==> src/rtl/zx_video_pkg.sv <==
// Shared constants and types for the ZX80/ZX81 scandoubler video path.
package zx_video_pkg;

    localparam int unsigned LINE_LEN   = 414;
    localparam int unsigned HS_END     = 384;
    localparam int unsigned VS_THRESH  = 90;
    localparam int unsigned LOCK_LINES = 4;
    localparam int unsigned MAX_LINES  = 320;
    localparam int unsigned LOCK_TOL   = 8;

    localparam int unsigned COL_W    = 10;
    localparam int unsigned RD_COL_W = 9;
    localparam int unsigned LINE_W   = 10;
    localparam int unsigned LEN_W    = 8;
    localparam int unsigned SPC_W    = 12;

    typedef enum logic [1:0] {
        ST_SEARCH,
        ST_COUNT,
        ST_LOCKED
    } lock_state_e;

endpackage

==> src/rtl/csync_filter.sv <==
// Composite-sync conditioning: synchronizer, 2-tick glitch filter,
// sync-length measurement and hsync-end / vsync event generation.
module csync_filter
    import zx_video_pkg::*;
#(
    parameter int unsigned VS_LEN_TICKS = zx_video_pkg::VS_THRESH
) (
    input  logic clk_i,
    input  logic rst_ni,
    input  logic ce_i,
    input  logic csync_i,
    output logic filt_o,
    output logic hs_evt_o,
    output logic vs_evt_o
);

    localparam logic [LEN_W-1:0] VS_LEN = LEN_W'(VS_LEN_TICKS);

    logic             sync1_q, sync2_q;
    logic             smp_q, filt_q;
    logic [LEN_W-1:0] len_q, len_d;
    logic             rise;

    always_comb begin
        len_d = len_q;
        if (filt_q)
            len_d = '0;
        else if (len_q != '1)
            len_d = len_q + 1'b1;
    end

    always_ff @(posedge clk_i or negedge rst_ni) begin
        if (!rst_ni) begin
            sync1_q <= 1'b1;
            sync2_q <= 1'b1;
            smp_q   <= 1'b1;
            filt_q  <= 1'b1;
            len_q   <= '0;
        end else begin
            sync1_q <= csync_i;
            sync2_q <= sync1_q;
            if (ce_i) begin
                smp_q <= sync2_q;
                if (sync2_q == smp_q)
                    filt_q <= sync2_q;
                len_q <= len_d;
            end
        end
    end

    // Rising edge is the tick on which the filtered value flips low->high;
    // len_q still holds the length of the pulse that is ending.
    assign rise     = ce_i && !filt_q && sync2_q && smp_q;
    assign hs_evt_o = rise && (len_q < VS_LEN);
    assign vs_evt_o = ce_i && !filt_q && (len_q == VS_LEN);
    assign filt_o   = filt_q;

endmodule

==> src/rtl/csync_line_sequencer.sv <==
// Scandoubler line-buffer sequencer: ping-pong addressing, doubled-rate
// hsync/vsync, line counting and sync lock detection from raw csync.
module csync_line_sequencer #(
    parameter int unsigned LINE_LEN   = zx_video_pkg::LINE_LEN,
    parameter int unsigned HS_END     = zx_video_pkg::HS_END,
    parameter int unsigned VS_THRESH  = zx_video_pkg::VS_THRESH,
    parameter int unsigned LOCK_LINES = zx_video_pkg::LOCK_LINES,
    parameter int unsigned MAX_LINES  = zx_video_pkg::MAX_LINES
) (
    input  logic       clkvga,
    input  logic       rst_n,
    input  logic       ce_2pix,
    input  logic       csync,
    output logic [9:0] wr_addr,
    output logic       wr_en,
    output logic [9:0] rd_addr,
    output logic       hs_out,
    output logic       vs_out,
    output logic [9:0] line_cnt,
    output logic       line_start,
    output logic       frame_start,
    output logic       locked
);

    import zx_video_pkg::*;

    localparam int unsigned GOOD_W = $clog2(LOCK_LINES + 1);

    localparam logic [RD_COL_W-1:0] LAST_COL   = RD_COL_W'(LINE_LEN - 1);
    localparam logic [RD_COL_W-1:0] HS_END_C   = RD_COL_W'(HS_END);
    localparam logic [LINE_W-1:0]   LAST_LINE  = LINE_W'(MAX_LINES - 1);
    localparam logic [SPC_W-1:0]    SPC_LO     = SPC_W'(2 * LINE_LEN - LOCK_TOL);
    localparam logic [SPC_W-1:0]    SPC_HI     = SPC_W'(2 * LINE_LEN + LOCK_TOL);
    localparam logic [SPC_W-1:0]    TIMEOUT_M1 = SPC_W'(4 * LINE_LEN - 1);
    localparam logic [GOOD_W-1:0]   LOCK_C     = GOOD_W'(LOCK_LINES);

    logic filt, hs_evt, vs_evt;

    csync_filter #(
        .VS_LEN_TICKS(VS_THRESH)
    ) u_filter (
        .clk_i   (clkvga),
        .rst_ni  (rst_n),
        .ce_i    (ce_2pix),
        .csync_i (csync),
        .filt_o  (filt),
        .hs_evt_o(hs_evt),
        .vs_evt_o(vs_evt)
    );

    logic [COL_W-1:0]    zx_col_q, zx_col_d;
    logic [RD_COL_W-1:0] rd_col_q, rd_col_d;
    logic [LINE_W-1:0]   line_cnt_q, line_cnt_d;
    logic                bank_q, bank_d;
    logic                hs_q, hs_d;
    logic                vs_q, vs_d;
    logic                ls_q, ls_d;
    logic                fs_q, fs_d;
    logic                rd_wrap;

    assign rd_wrap = (rd_col_q == LAST_COL);

    // An hsync-end landing on the wrap tick folds into one reset and one pulse.
    always_comb begin
        zx_col_d   = zx_col_q;
        rd_col_d   = rd_col_q;
        line_cnt_d = line_cnt_q;
        bank_d     = bank_q;
        hs_d       = hs_q;
        vs_d       = vs_q;
        ls_d       = ce_2pix && (hs_evt || rd_wrap);
        fs_d       = vs_evt;
        if (ce_2pix) begin
            rd_col_d = (hs_evt || rd_wrap) ? '0 : rd_col_q + 1'b1;
            zx_col_d = hs_evt ? '0 : zx_col_q + 1'b1;
            bank_d   = hs_evt ? !bank_q : bank_q;
            hs_d     = (rd_col_q < HS_END_C);
            if (vs_evt)
                vs_d = 1'b1;
            else if (filt)
                vs_d = 1'b0;
            if (vs_evt)
                line_cnt_d = '0;
            else if (hs_evt && (line_cnt_q != LAST_LINE))
                line_cnt_d = line_cnt_q + 1'b1;
        end
    end

    always_ff @(posedge clkvga or negedge rst_n) begin
        if (!rst_n) begin
            zx_col_q   <= '0;
            rd_col_q   <= '0;
            line_cnt_q <= '0;
            bank_q     <= 1'b0;
            hs_q       <= 1'b0;
            vs_q       <= 1'b0;
            ls_q       <= 1'b0;
            fs_q       <= 1'b0;
        end else begin
            zx_col_q   <= zx_col_d;
            rd_col_q   <= rd_col_d;
            line_cnt_q <= line_cnt_d;
            bank_q     <= bank_d;
            hs_q       <= hs_d;
            vs_q       <= vs_d;
            ls_q       <= ls_d;
            fs_q       <= fs_d;
        end
    end

    lock_state_e       state_q;
    logic [GOOD_W-1:0] good_q, good_inc;
    logic [SPC_W-1:0]  spc_q, idle_q, spacing;
    logic              locked_q, in_win, timeout;

    // spc_q counts ticks since the previous hsync-end, so the spacing is one more.
    assign spacing  = spc_q + 1'b1;
    assign in_win   = (spacing >= SPC_LO) && (spacing <= SPC_HI);
    assign good_inc = good_q + 1'b1;
    assign timeout  = !hs_evt && !vs_evt && (idle_q >= TIMEOUT_M1);

    always_ff @(posedge clkvga or negedge rst_n) begin
        if (!rst_n) begin
            state_q  <= ST_SEARCH;
            good_q   <= '0;
            spc_q    <= '0;
            idle_q   <= '0;
            locked_q <= 1'b0;
        end else if (ce_2pix) begin
            spc_q  <= hs_evt ? '0 : ((spc_q == '1) ? spc_q : spc_q + 1'b1);
            idle_q <= (hs_evt || vs_evt) ? '0 : ((idle_q == '1) ? idle_q : idle_q + 1'b1);
            case (state_q)
                ST_SEARCH: begin
                    if (hs_evt) begin
                        state_q <= ST_COUNT;
                        good_q  <= '0;
                    end
                end
                ST_COUNT: begin
                    if (hs_evt) begin
                        if (in_win) begin
                            good_q <= good_inc;
                            if (good_inc == LOCK_C) begin
                                state_q  <= ST_LOCKED;
                                locked_q <= 1'b1;
                            end
                        end else begin
                            good_q <= '0;
                        end
                    end
                end
                ST_LOCKED: begin
                    if ((hs_evt && !in_win) || timeout) begin
                        state_q  <= ST_SEARCH;
                        locked_q <= 1'b0;
                    end
                end
                default: begin
                    state_q  <= ST_SEARCH;
                    locked_q <= 1'b0;
                end
            endcase
        end
    end

    assign wr_addr     = {bank_q, zx_col_q[COL_W-1:1]};
    assign wr_en       = ce_2pix && zx_col_q[0];
    assign rd_addr     = {!bank_q, rd_col_q};
    assign hs_out      = hs_q;
    assign vs_out      = vs_q;
    assign line_cnt    = line_cnt_q;
    assign line_start  = ls_q;
    assign frame_start = fs_q;
    assign locked      = locked_q;

endmodule

==> config.mk <==
export PLATFORM = sky130hd
export DESIGN_NAME = csync_line_sequencer
export DESIGN_NICKNAME = d
export VERILOG_FILES = /design/src/rtl/zx_video_pkg.sv /design/src/rtl/csync_filter.sv /design/src/rtl/csync_line_sequencer.sv
export SDC_FILE = /design/constraint.sdc
export NUM_CORES = 1
export LEC_CHECK = 0
export ABC_CLOCK_PERIOD_IN_PS = 2600
export BUFFER_PORTS_ARGS = -buffer_cell sky130_fd_sc_hd__buf_2
export CAP_MARGIN = 20
export CORE_MARGIN = 2
export CORE_UTILIZATION = 50
export CTS_BUF_LIST = sky130_fd_sc_hd__clkbuf_8 sky130_fd_sc_hd__clkbuf_16
export CTS_CLUSTER_SIZE = 10
export DETAILED_ROUTE_END_ITERATION = 10
export GPL_TIMING_DRIVEN = 1
export PLACE_DENSITY = 0.81
export SYNTH_ARGS = -nofsm -noshare
export SYNTH_HDL_FRONTEND = slang
export SYNTH_SLANG_ARGS = --single-unit
==> constraint.sdc <==
create_clock -name clkvga -period 2.6 [get_ports clkvga]
set_input_delay 0.39 -clock clkvga [delete_from_list [all_inputs] [get_ports clkvga]]
set_output_delay 0.39 -clock clkvga [all_outputs]
set_load 0.02 [all_outputs]
== Word level (Yosys, flattened, before mapping) ==
Index checks and enable logic that the tools add are counted.

* Output and inout bits: 36
* Logic and storage cells: 110
* Bits of input ports: 4
* Register bits: 76

* Reduce and logical (&&, ||, !) cells: 35
* Mux-type cells: 27
* $add $sub $neg: 7
* Order comparisons: 5
* Bitwise logic cells: 1
* Eq/ne operators: 17

{| class="wikitable"
|+ Operators by type and width
! cell !! number
|-
| $mux W12 || 4
|-
| $mux W10 || 3
|-
| $add A12 B1 Y12 const B || 2
|-
| $eq A12 B12 Y1 const B || 2
|-
| $add A10 B1 Y10 const B || 2
|-
| $mux W8 || 2
|-
| $ne A2 B2 Y1 const B || 7
|-
| $reduce_and A2 Y1 || 7
|-
| $ge A12 B10 Y1 const B || 1
|-
| $ge A12 B11 Y1 const B || 1
|-
| $le A12 B10 Y1 const B || 1
|-
| $logic_and A1 B1 Y1 || 12
|-
| $reduce_and A6 Y1 || 2
|-
| $mux W2 || 5
|-
| $ne A10 B9 Y1 const B || 1
|-
| $add A9 B1 Y9 const B || 1
|-
| $eq A9 B9 Y1 const B || 1
|-
| $lt A9 B9 Y1 const B || 1
|-
| $mux W3 || 3
|-
| $mux W9 || 1
|-
| $add A8 B1 Y8 const B || 1
|-
| $eq A8 B7 Y1 const B || 1
|-
| $lt A8 B7 Y1 const B || 1
|-
| $ne A8 B8 Y1 const B || 1
|-
| 15 further kinds || 29
|}

== Logic depth before layout (Yosys ltp) ==
* Depth after elaboration: 11
* Mapped depth: 10
* Mapped depth without buffers: 7

== Hierarchy ==
A second synthesis with hierarchy kept.

* Cell total of the unflattened synthesis: 451
* Area, all modules: 4,251.6 um^2

{| class="wikitable"
|+ By module, submodules not included
! module !! sequential area each (um^2) !! instances !! cells each !! area each (um^2)
|-
| csync_line_sequencer || 1,601.5 || 1 || 386 || 3,567.2
|-
| csync_filter || 305.3 || 1 || 65 || 684.4
|}

== Least setup slack after synthesis ==
OpenSTA, ideal clock, no wires.

* Path kind: register to register
* Start point: register line_cnt_q[0], in the netlist line_cnt[0]
* End point: register line_cnt_q[9], in the netlist line_cnt[9]
* Arrival time: 1.902 ns
* Library setup time: 0.132 ns
* Cell stages (with the launch flop): 8
* Slack: 0.566 ns
* Clock period less this slack: 2.034 ns
* Data required time: 2.468 ns
* Path buffers: 0
* Path through: dfrtp_1 -> ha_1 -> and3_1 -> a41oi_1 -> o211ai_2 -> nor4_2 -> xnor2_1 -> nor2_1

* Cells in the longest elaborated chain, start to end: 4
* Elaborated cells between the ends (all ways): 7
* Those cells by class: 1 x add/sub; 1 x eq/ne; 2 x mux; 3 x reduce/logical

{| class="wikitable"
|+ RTL lines
! what !! RTL line !! RTL
|-
| from (decl) || csync_line_sequencer.sv:53 || <nowiki>logic [LINE_W-1:0] line_cnt_q, line_cnt_d;</nowiki>
|-
| from (signal assigned) || csync_line_sequencer.sv:102 || <nowiki>line_cnt_q <= line_cnt_d;</nowiki>
|-
| parallel branches: the longest is 4 deep, another holds $add A10 B1 Y10 || - ||
|}

Several ways; the timed one is not identified. The select of a mux whose other input is x is not followed.
A chain may end at the register's enable or synchronous reset.

== Final worst setup path ==
Ends and elaborated chain as after synthesis.

==> flow_summary_export.csv <==
group,metric,value,unit
grt,global_route_layer_with_the_greatest_usage,"met2",
critical_path,cp_max_fo,10,
clocking,ctsHoldBuffers,0,
synthesis,syn_area,4250,um^2
placement,routabilityCongestion,0.846,
route,route.vias.total,3339,
timing,fin_crit_sh,88.9,%
timing,max_clock_freq,432,MHz
placement,post-place-ws,229,ps
clocking,tritoncts_clock_tree,"done",
die,die-area,9250,um^2
timing,worst_slew_margin_rel,38.3,%
route,drt-pass1-iter-count,5,
clocking,cts_buffer_count,9,
critical_path,required,2800,ps
status,status,"finished clean",
synthesis,synth.ff_latch_count,76,
placement,hpwlAfterDp,6010,um
critical_path,cp_data_arrival_time,2520,ps
synthesis,synth_cell_type_count,61,
grt,globalRouteMet1Util,26.2,%
finish,final-instance-count-excl-fill,582,
grt,grt_use_met2,34.2,%
timing,report.final.slew_viol_count,0,
route,finalWirelength,8540,um
die,initial_core_util,51.7,%
timing,fin_ws,287,ps
placement,io_buffer_count,39,
route,route.detailed.wl_per_inst,14.7,um
finish,layout-drive-gt1-share,18.0,%
timing,hold_violations,0,
grt,grt_pass1_vias,3233,
finish,multi_input_comb_area,2120,um^2
finish,area_growth_syn_to_layout,8.48,%
clocking,worst_skew_pair.late_latency,350,ps
grt,grt_max_degree,77,
power,power.total,3.28,mW
clocking,cts-htree-levels,3,
critical_path,worst_setup_path_end_kind,"flip-flop",
clocking,number_of_buffers_on_the_longest_clock_path,2,
critical_path,cp-start-kind,"flip-flop",
min_path,holdCritPathClass,"in -> reg",
grt,groute.usage.overall,20.2,%
clocking,setup_bufs_post_cts,0,
grt,global_route_wire_length_before_repair,14800,um
route,via_count_normalized_by_instance_count,5.74,
route,iter_0_drt_violations,188,
finish,fill_count,711,
clocking,cts.reportedPaths.clkPinSlew,80,ps
finish,finalInstanceArea,4610,um^2
timing,fin_worst_skew,8.33,ps
clocking,cts_resized,0,
finish,fin_nets,486,
timing,layout_min_cycle_time,2310,ps
grt,initial_antenna_violation_count,0,
synthesis,number_of_cells_produced_by_synthesis,449,
grt,grt_util_met3,4.86,%
clocking,clock_tree.root_cell,"clkbuf_8",
finish,seqCellArea,1910,um^2
power,ir_drop_worst_case_vdd,0.448,mV
timing,unrepaired_setup_endpoints_after_global_routing,"no",
synthesis,dominant_synthesized_flop_cell,"dfrtp_1",
synthesis,synth_seq_area_share,44.9,%
synthesis,async_reset_ff_share,100,%
timing,timing.setup.tns,0,ps
placement,dp.cells,566,
die,placement_rows,33,
critical_path,timing_worst_setup_path_type,"reg -> reg",
synthesis,post_synth.cell_area_avg,9.46,um^2
placement,postPlaceCellArea,4410,um^2
finish,n_antenna_cell,0,
route,drt_drc_violations_left,0,
timing,worst_slew_pin_slew,925,ps
timing,finalSetupViolCount,0,
clocking,clock_sink_count,76,
synthesis,synth.net_count,463,
synthesis,synth_edf_count,0,
grt,grt_remaining_overflow,0,
power,power-per-cell-area,711,nW/um^2
route,ant_nets,0,
run,max-cap-violations,0,
die,ioPinCount,40,
die,die-width,96.2,um
die,floorplan.die.height,96.2,um
power,p_leak,2.11,nW
synthesis,ys.warnings.count,0,
die,core-area,8220,um^2
## registers in the layout, indices dropped and copies added, names as in the netlist, 2 cells and up
signal	cells
good_q	3
idle_q	12
line_cnt	10
rd_col_q	9
spc_q	12
state_q	2
u_filter.len_q	8
zx_col_q	10
## per-layer routing
layer,wire length [um],vias up
met5,0,-
met2,4160,73
met1,3960,1637
met3,365,5
li1,-,1624
met4,50,0
## report_power, final
group / switching, mW / internal, mW / total, mW / leakage (nW)
Clock: 0.446 / 0.440 / 0.885 / 0.100
Sequential: 0.239 / 1.37 / 1.61 / 1.00
Combinational: 0.467 / 0.316 / 0.784 / 1.01
## layout by cell type, fill, tap and decap left out, types with 7 or more instances in the layout
master,instances
a21oi_1,13
a31oi_1,7
and3_1,17
buf_2,38
clkbuf_8,9
dfrtp_1,72
ha_1,10
inv_1,11
nand2_1,34
nand3_1,21
nand4_1,7
nor2_1,59
nor3_1,8
o21ai_0,32
o31ai_1,8
or3_1,8
xnor2_1,11
xor2_1,25
## cell usage after synthesis, types with 2 or more instances
cell | instances | area share [%]
o41ai_2 | 2 | 0.77
nor2_1 | 59 | 5.2
o31ai_1 | 8 | 1.4
nand4_1 | 7 | 1.0
buf_4 | 14 | 2.5
or3_1 | 8 | 1.2
nor4_2 | 2 | 0.59
o21ai_0 | 32 | 3.8
nand3_2 | 2 | 0.47
nor2b_1 | 6 | 0.88
nor3_1 | 8 | 0.94
buf_6 | 2 | 0.53
and2_1 | 6 | 0.88
nor4b_1 | 2 | 0.41
nor3b_1 | 2 | 0.35
a31oi_1 | 7 | 1.0
o211a_1 | 2 | 0.47
clkbuf_1 | 6 | 0.53
o211ai_1 | 5 | 0.88
dfstp_2 | 4 | 2.5
o2111ai_1 | 4 | 0.82
mux2i_1 | 2 | 0.47
xnor2_1 | 11 | 2.3
a211o_1 | 2 | 0.41
nand3_1 | 21 | 2.5
buf_2 | 4 | 0.47
mux2_2 | 4 | 1.1
buf_1 | 4 | 0.35
a21oi_1 | 13 | 1.5
nand2_1 | 34 | 3.0
o31a_1 | 2 | 0.41
nand2b_1 | 5 | 0.74
xor2_1 | 25 | 5.2
ha_1 | 10 | 2.9
dfrtp_1 | 72 | 42
inv_1 | 10 | 0.88
o22ai_1 | 2 | 0.29
and3_1 | 17 | 2.5
## cell type report
| type | count | share of cell area (%) |
|---|---|---|
| flip-flops and latches | 76 | 41.4 |
| inverters | 10 | 0.815 |
| clock buffers | 9 | 2.69 |
| well taps | 105 | 2.85 |
| multi-input cells | 333 | 46.0 |
| clock inverters | 7 | 1.49 |
| repair buffers | 42 | 4.78 |
## logic make-up after synthesis
kind of cell | share of synthesized area (%)
AND/OR/NAND/NOR | 23.4
flip-flops | 44.9
adder cells (fa/ha/maj) | 2.95
AO/OA/AOI/OAI | 14.6
buffers and inverters | 5.24
multiplexers | 1.53
XOR/XNOR | 7.42
## critical path: stages, from the launching register on
cell	delay, ps
dfrtp_1	420
ha_1	220
and3_1	210
a41oi_1	390
o211ai_2	340
nor4_2	370
xnor2_1	150
nor2_1	60
## metrics by stage
step	hold slack, ps	utilization (%)
2_1_floorplan	94.4	-
3_3_place_gp	348	53.7
3_5_place_dp	348	53.7
4_1_cts	126	56.1
5_1_grt	122	56.1
6_report	141	56.1
## worst paths after layout
path | startpoint | endpoint | slack, ps | depth (start not counted)
worst max-delay path | line_cnt[0]$_DFFE_PN0P_ | line_cnt[9]$_DFFE_PN0P_ | 290 | 7
worst min-delay path | csync | u_filter.sync1_q$_DFF_PN1_ | 140 | 1
worst max register to register | line_cnt[0]$_DFFE_PN0P_ | line_cnt[9]$_DFFE_PN0P_ | 290 | 7
worst min register to register | u_filter.sync1_q$_DFF_PN1_ | u_filter.sync2_q$_DFF_PN1_ | 360 | 0
max in group asynchronous | rst_n | spc_q[1]$_DFFE_PN0P_ | 1820 | 1
min in group asynchronous | rst_n | zx_col_q[5]$_DFFE_PN0P_ | 190 | 1
Power figures use the tool's default switching activity.
